--- src/rtl/demux_route_1to2.sv ---
`default_nettype none
// ============================================================================
// Module   : demux_route_1to2
// Brief    : Registered 1-to-2 stream demux; port 0 decodes (x<<SHIFT)+1.
// Revision : 1.0
// ============================================================================
module demux_route_1to2 #(
    parameter int WIDTH = 8,
    parameter int SHIFT = 2
) (
    input  logic             clk,
    input  logic             rst_n,
    input  logic             in_valid,
    output logic             in_ready,
    input  logic             in_sel,
    input  logic [WIDTH-1:0] in_data,
    output logic             out0_valid,
    input  logic             out0_ready,
    output logic [WIDTH-1:0] out0_data,
    output logic             out1_valid,
    input  logic             out1_ready,
    output logic [WIDTH-1:0] out1_data,
    input  logic             err_clr,
    output logic [7:0]       err_cnt
);

    localparam logic [0:0] c_EMPTY = 1'b0;
    localparam logic [0:0] c_FULL  = 1'b1;
    localparam logic [7:0] c_ERR_MAX = 8'hFF;

    logic [0:0]       r_state0, r_state1;
    logic [0:0]       w_next0, w_next1;
    logic [WIDTH-1:0] r_data0, r_data1;
    logic [7:0]       r_err;
    logic             w_free0, w_free1;
    logic             w_acc0, w_acc1;
    logic             w_drain0, w_drain1;
    logic [WIDTH-1:0] w_minus1;
    logic [WIDTH-1:0] w_dec;
    logic             w_malformed;

    // A full slot is still free when its consumer drains it this cycle.
    assign w_free0  = (r_state0 == c_EMPTY) || out0_ready;
    assign w_free1  = (r_state1 == c_EMPTY) || out1_ready;
    assign in_ready = in_sel ? w_free1 : w_free0;

    assign w_acc0   = in_valid && in_ready && !in_sel;
    assign w_acc1   = in_valid && in_ready &&  in_sel;
    assign w_drain0 = (r_state0 == c_FULL) && out0_ready;
    assign w_drain1 = (r_state1 == c_FULL) && out1_ready;

    assign w_minus1    = in_data - {{(WIDTH-1){1'b0}}, 1'b1};
    assign w_dec       = w_minus1 >> SHIFT;
    assign w_malformed = (in_data[SHIFT-1:0] != SHIFT'(1));

    always_ff @(posedge clk or negedge rst_n) begin
        if (!rst_n) begin
            r_state0 <= c_EMPTY;
            r_state1 <= c_EMPTY;
        end else begin
            r_state0 <= w_next0;
            r_state1 <= w_next1;
        end
    end

    always_comb begin
        w_next0 = r_state0;
        case (r_state0)
            c_EMPTY: if (w_acc0) w_next0 = c_FULL;
            c_FULL:  if (!w_acc0 && w_drain0) w_next0 = c_EMPTY;
            default: w_next0 = c_EMPTY;
        endcase
    end

    always_comb begin
        w_next1 = r_state1;
        case (r_state1)
            c_EMPTY: if (w_acc1) w_next1 = c_FULL;
            c_FULL:  if (!w_acc1 && w_drain1) w_next1 = c_EMPTY;
            default: w_next1 = c_EMPTY;
        endcase
    end

    always_comb begin
        out0_valid = (r_state0 == c_FULL);
        out1_valid = (r_state1 == c_FULL);
        out0_data  = r_data0;
        out1_data  = r_data1;
        err_cnt    = r_err;
    end

    always_ff @(posedge clk or negedge rst_n) begin
        if (!rst_n) begin
            r_data0 <= '0;
            r_data1 <= '0;
        end else begin
            if (w_acc0) r_data0 <= w_dec;
            if (w_acc1) r_data1 <= in_data;
        end
    end

    // Clear takes priority over a same-cycle malformed accept.
    always_ff @(posedge clk or negedge rst_n) begin
        if (!rst_n) begin
            r_err <= 8'h00;
        end else if (err_clr) begin
            r_err <= 8'h00;
        end else if (w_acc0 && w_malformed && (r_err != c_ERR_MAX)) begin
            r_err <= r_err + 8'h01;
        end
    end

endmodule
`default_nettype wire

--- config.mk ---
export PLATFORM = sky130hd
export DESIGN_NAME = demux_route_1to2
export DESIGN_NICKNAME = d
export VERILOG_FILES = /design/src/rtl/demux_route_1to2.sv
export SDC_FILE = /design/constraint.sdc
export NUM_CORES = 1
export LEC_CHECK = 0
export ABC_AREA = 1
export CAP_MARGIN = 10
export CORE_ASPECT_RATIO = 1.2
export CORE_MARGIN = 2
export CORE_UTILIZATION = 49
export DETAILED_ROUTE_END_ITERATION = 10
export PLACE_DENSITY_LB_ADDON = 0.3
export SKIP_CTS_REPAIR_TIMING = 1
export SLEW_MARGIN = 20
export SYNTH_ARGS = -nofsm -noshare
export SYNTH_HDL_FRONTEND = slang
export SYNTH_SLANG_ARGS = --single-unit
export TNS_END_PERCENT = 5
--- constraint.sdc ---
create_clock -name clk -period 2.08 [get_ports clk]
set_input_delay 0.416 -clock clk [delete_from_list [all_inputs] [get_ports clk]]
set_output_delay 0.416 -clock clk [all_outputs]
set_load 0.01 [all_outputs]
==> results of run 1 <==
where the power goes:
part	leakage [nW]	switching (mW)	internal (mW)	total [mW]
registers	0.305	0.0315	0.519	0.550
logic	0.567	0.131	0.165	0.296
clock network	0.0210	0.137	0.107	0.244
total	0.892	0.299	0.791	1.09
worst max-delay path by stage:
stage                            end        from
after global placement      in_ready  out0_ready
after detailed placement    in_ready  out1_ready
after global routing      err_cnt[3]  err_cnt[3]
final                     err_cnt[3]  err_cnt[3]
after CTS                   in_ready  out1_ready
after floorplan           err_cnt[1]  err_cnt[1]
final cells by class:
class                   instances  area share, %
flip-flops and latches         24           33.7
multi-input cells             118           33.1
repair buffers                 46           25.0
inverters                      18           3.79
well taps                      33           2.32
clock buffers                   4           2.04
through the flow:
stage / setup WS, ps / total power [mW] / instances / utilization [%]
after global routing: 230 / 1.15 / 243 / 70.5
after detailed placement: 9.79 / 0.860 / 239 / 69.0
after floorplan: 745 / 0.678 / 164 / -
after global placement: 69.5 / 0.848 / 239 / 69.0
final: 291 / 1.09 / 243 / 70.5
after CTS: 5.91 / 1.11 / 243 / 70.4
layer usage:
layer	vias to the layer above	GRT usage, %	part of all wire, %	wire length (um)
li1	597	-	-	-
met1	563	19.7	39	1150
met2	39	42.5	54	1590
met3	11	4.00	4.3	128
met4	0	13.9	3.5	104
met5	-	0	0	0
synthesized netlist by cell type:
library cell	instances
buf_2	1
mux2_2	3
nand3_1	15
inv_2	1
nor2_2	2
xor2_1	2
nor2_1	16
conb_1	1
o21bai_1	1
nor3_1	1
clkinv_1	1
o21ai_0	10
nand2_4	3
nand2_2	2
nand2_1	55
buf_4	2
ha_1	1
buf_6	1
nor2_8	1
nor2_4	1
dfrtp_1	24
inv_1	16
o21a_1	2
nand3_2	1
flip-flops by register name (all words and copies together) (netlist names):
name        cells
out0_data       6
err_cnt         8
out1_data       8
out1_valid      1
out0_valid      1
kinds of logic after synthesis:
| logic type | after synthesis | share of synthesized area [%] |
|---|---|---|
| fa+ha+maj | 1 | 0.973 |
| other cells | 1 | 0.292 |
| flops | 24 | 46.7 |
| compound gates | 13 | 5.64 |
| mux | 3 | 2.63 |
| xor+xnor | 2 | 1.36 |
| buf+inv | 22 | 7.68 |
| simple gates | 97 | 34.7 |
==> reports/results.txt, run 1 <==
fill count -> 207
r2r setup slk -> 580 ps
CTS tree -> built
worst path bufs/invs -> 1
DIE AREA -> 3050 um^2
CTS H-tree lvls -> 1
Area Growth Syn to Fin -> 38.5%
worst r2r src -> err_cnt[1]
Sink Count -> 24
Cells after Synth -> 163
Slew Limit Fails -> 0
Inserted Clock Buffers -> 3
critical-path cell list -> clkdlybuf4s50_1
critical path depth -> 1
Iter 0 DRT Violations -> 13
CP max FO -> 5
Area contributors post-synth -> dfrtp_1 (47%), nand2_1 (16%), nand3_1 (5.8%)
nets@finish -> 227
worst hold slack -> 438 ps
post-synth top area share -> 46.7%
final hold viol count -> 0
crit path DAT -> 1370 ps
Global Route Usage Sum -> 21.4%
commonest non-fill, non-tap cell in the layout -> nand2_1
Die Span Y -> 60.1 um
CTS Buffer Depth -> 2
R2R depth -> 8
Synth cell types -> 24
Register Area -> 601 um^2
global-route wire length before repair -> 4840 um
antenna violations before repair -> 0
Yosys reg bits -> 24
Via Count -> 1210
post-DR vias/cell -> 4.98
final setup skew -> 7.17 ps
WL/cell -> 12.2 um
Max Clk Rate -> 559 MHz
Diodes inserted -> 0
Initial DRT Pass Iterations -> 4
part of the Yosys area used for sequential elements -> 46.7%
fin area -> 1780 um^2
initial core utilization -> 50.9%
cell area after synthesis -> 1290 um^2
Clock transition at path regs -> 130 ps
RD Place Congestion -> 0.853
Root Buffer -> clkbuf_4
RSZ-0062 raised after global routing -> no
P_leak -> 0.892 nW
synth warn -> 0
status -> finished clean
Critical R2R Capture -> err_cnt[5]
Crit-path slowest cell -> clkdlybuf4s50_1
Max Cap Viol -> 0
Routed Antenna Nets -> 0
max incr delay on CP -> 580 ps
Worst VDD drop -> 0.000350 V
Power Density -> 612 nW/um^2
critical path endpoint category -> output pin
worst setup path category -> reg -> out
gr ovfl total -> 0
syn avg cell area -> 7.89 um^2
Worst Hold Class -> in -> async
share of layout cells above drive strength 1 -> 11.9%
Yosys top cell by area -> dfrtp_1
clk_lat worst skew -> 320 ps
vias in the first global route -> 1250
multi-input combinational cell area -> 591 um^2
Die X -> 50.8 um
# port buffers -> 39
row cnt -> 20
drt drc -> 0
largest net degree at the start of global routing -> 25
Final period util -> 86.0%
Routed WL -> 2970 um
most frequent cells in the layout -> nand2_1 (55), clkdlybuf4s50_1 (38), dfrtp_1 (24)
Final setup viols -> 0
CP delay by family, top -> buffers and inverters
Ports -> 42
Core Area -> 2530 um^2
Setup TNS -> 0 ps
hpwl dp -> 2380 um
startpoint types -> flip-flop
Tmin final -> 1790 ps
CP Data Required Time -> 1660 ps
Post-DP Area -> 1740 um^2
Power figures use the tool's default switching activity.
==> run 2, diff against run 1 <==
Settings changed: CTS_CLUSTER_DIAMETER set to 80, GPL_ROUTABILITY_DRIVEN set to 1.
==> results of run 2 <==
No change in the layout: final DEF, timing and power equal those of run 1.
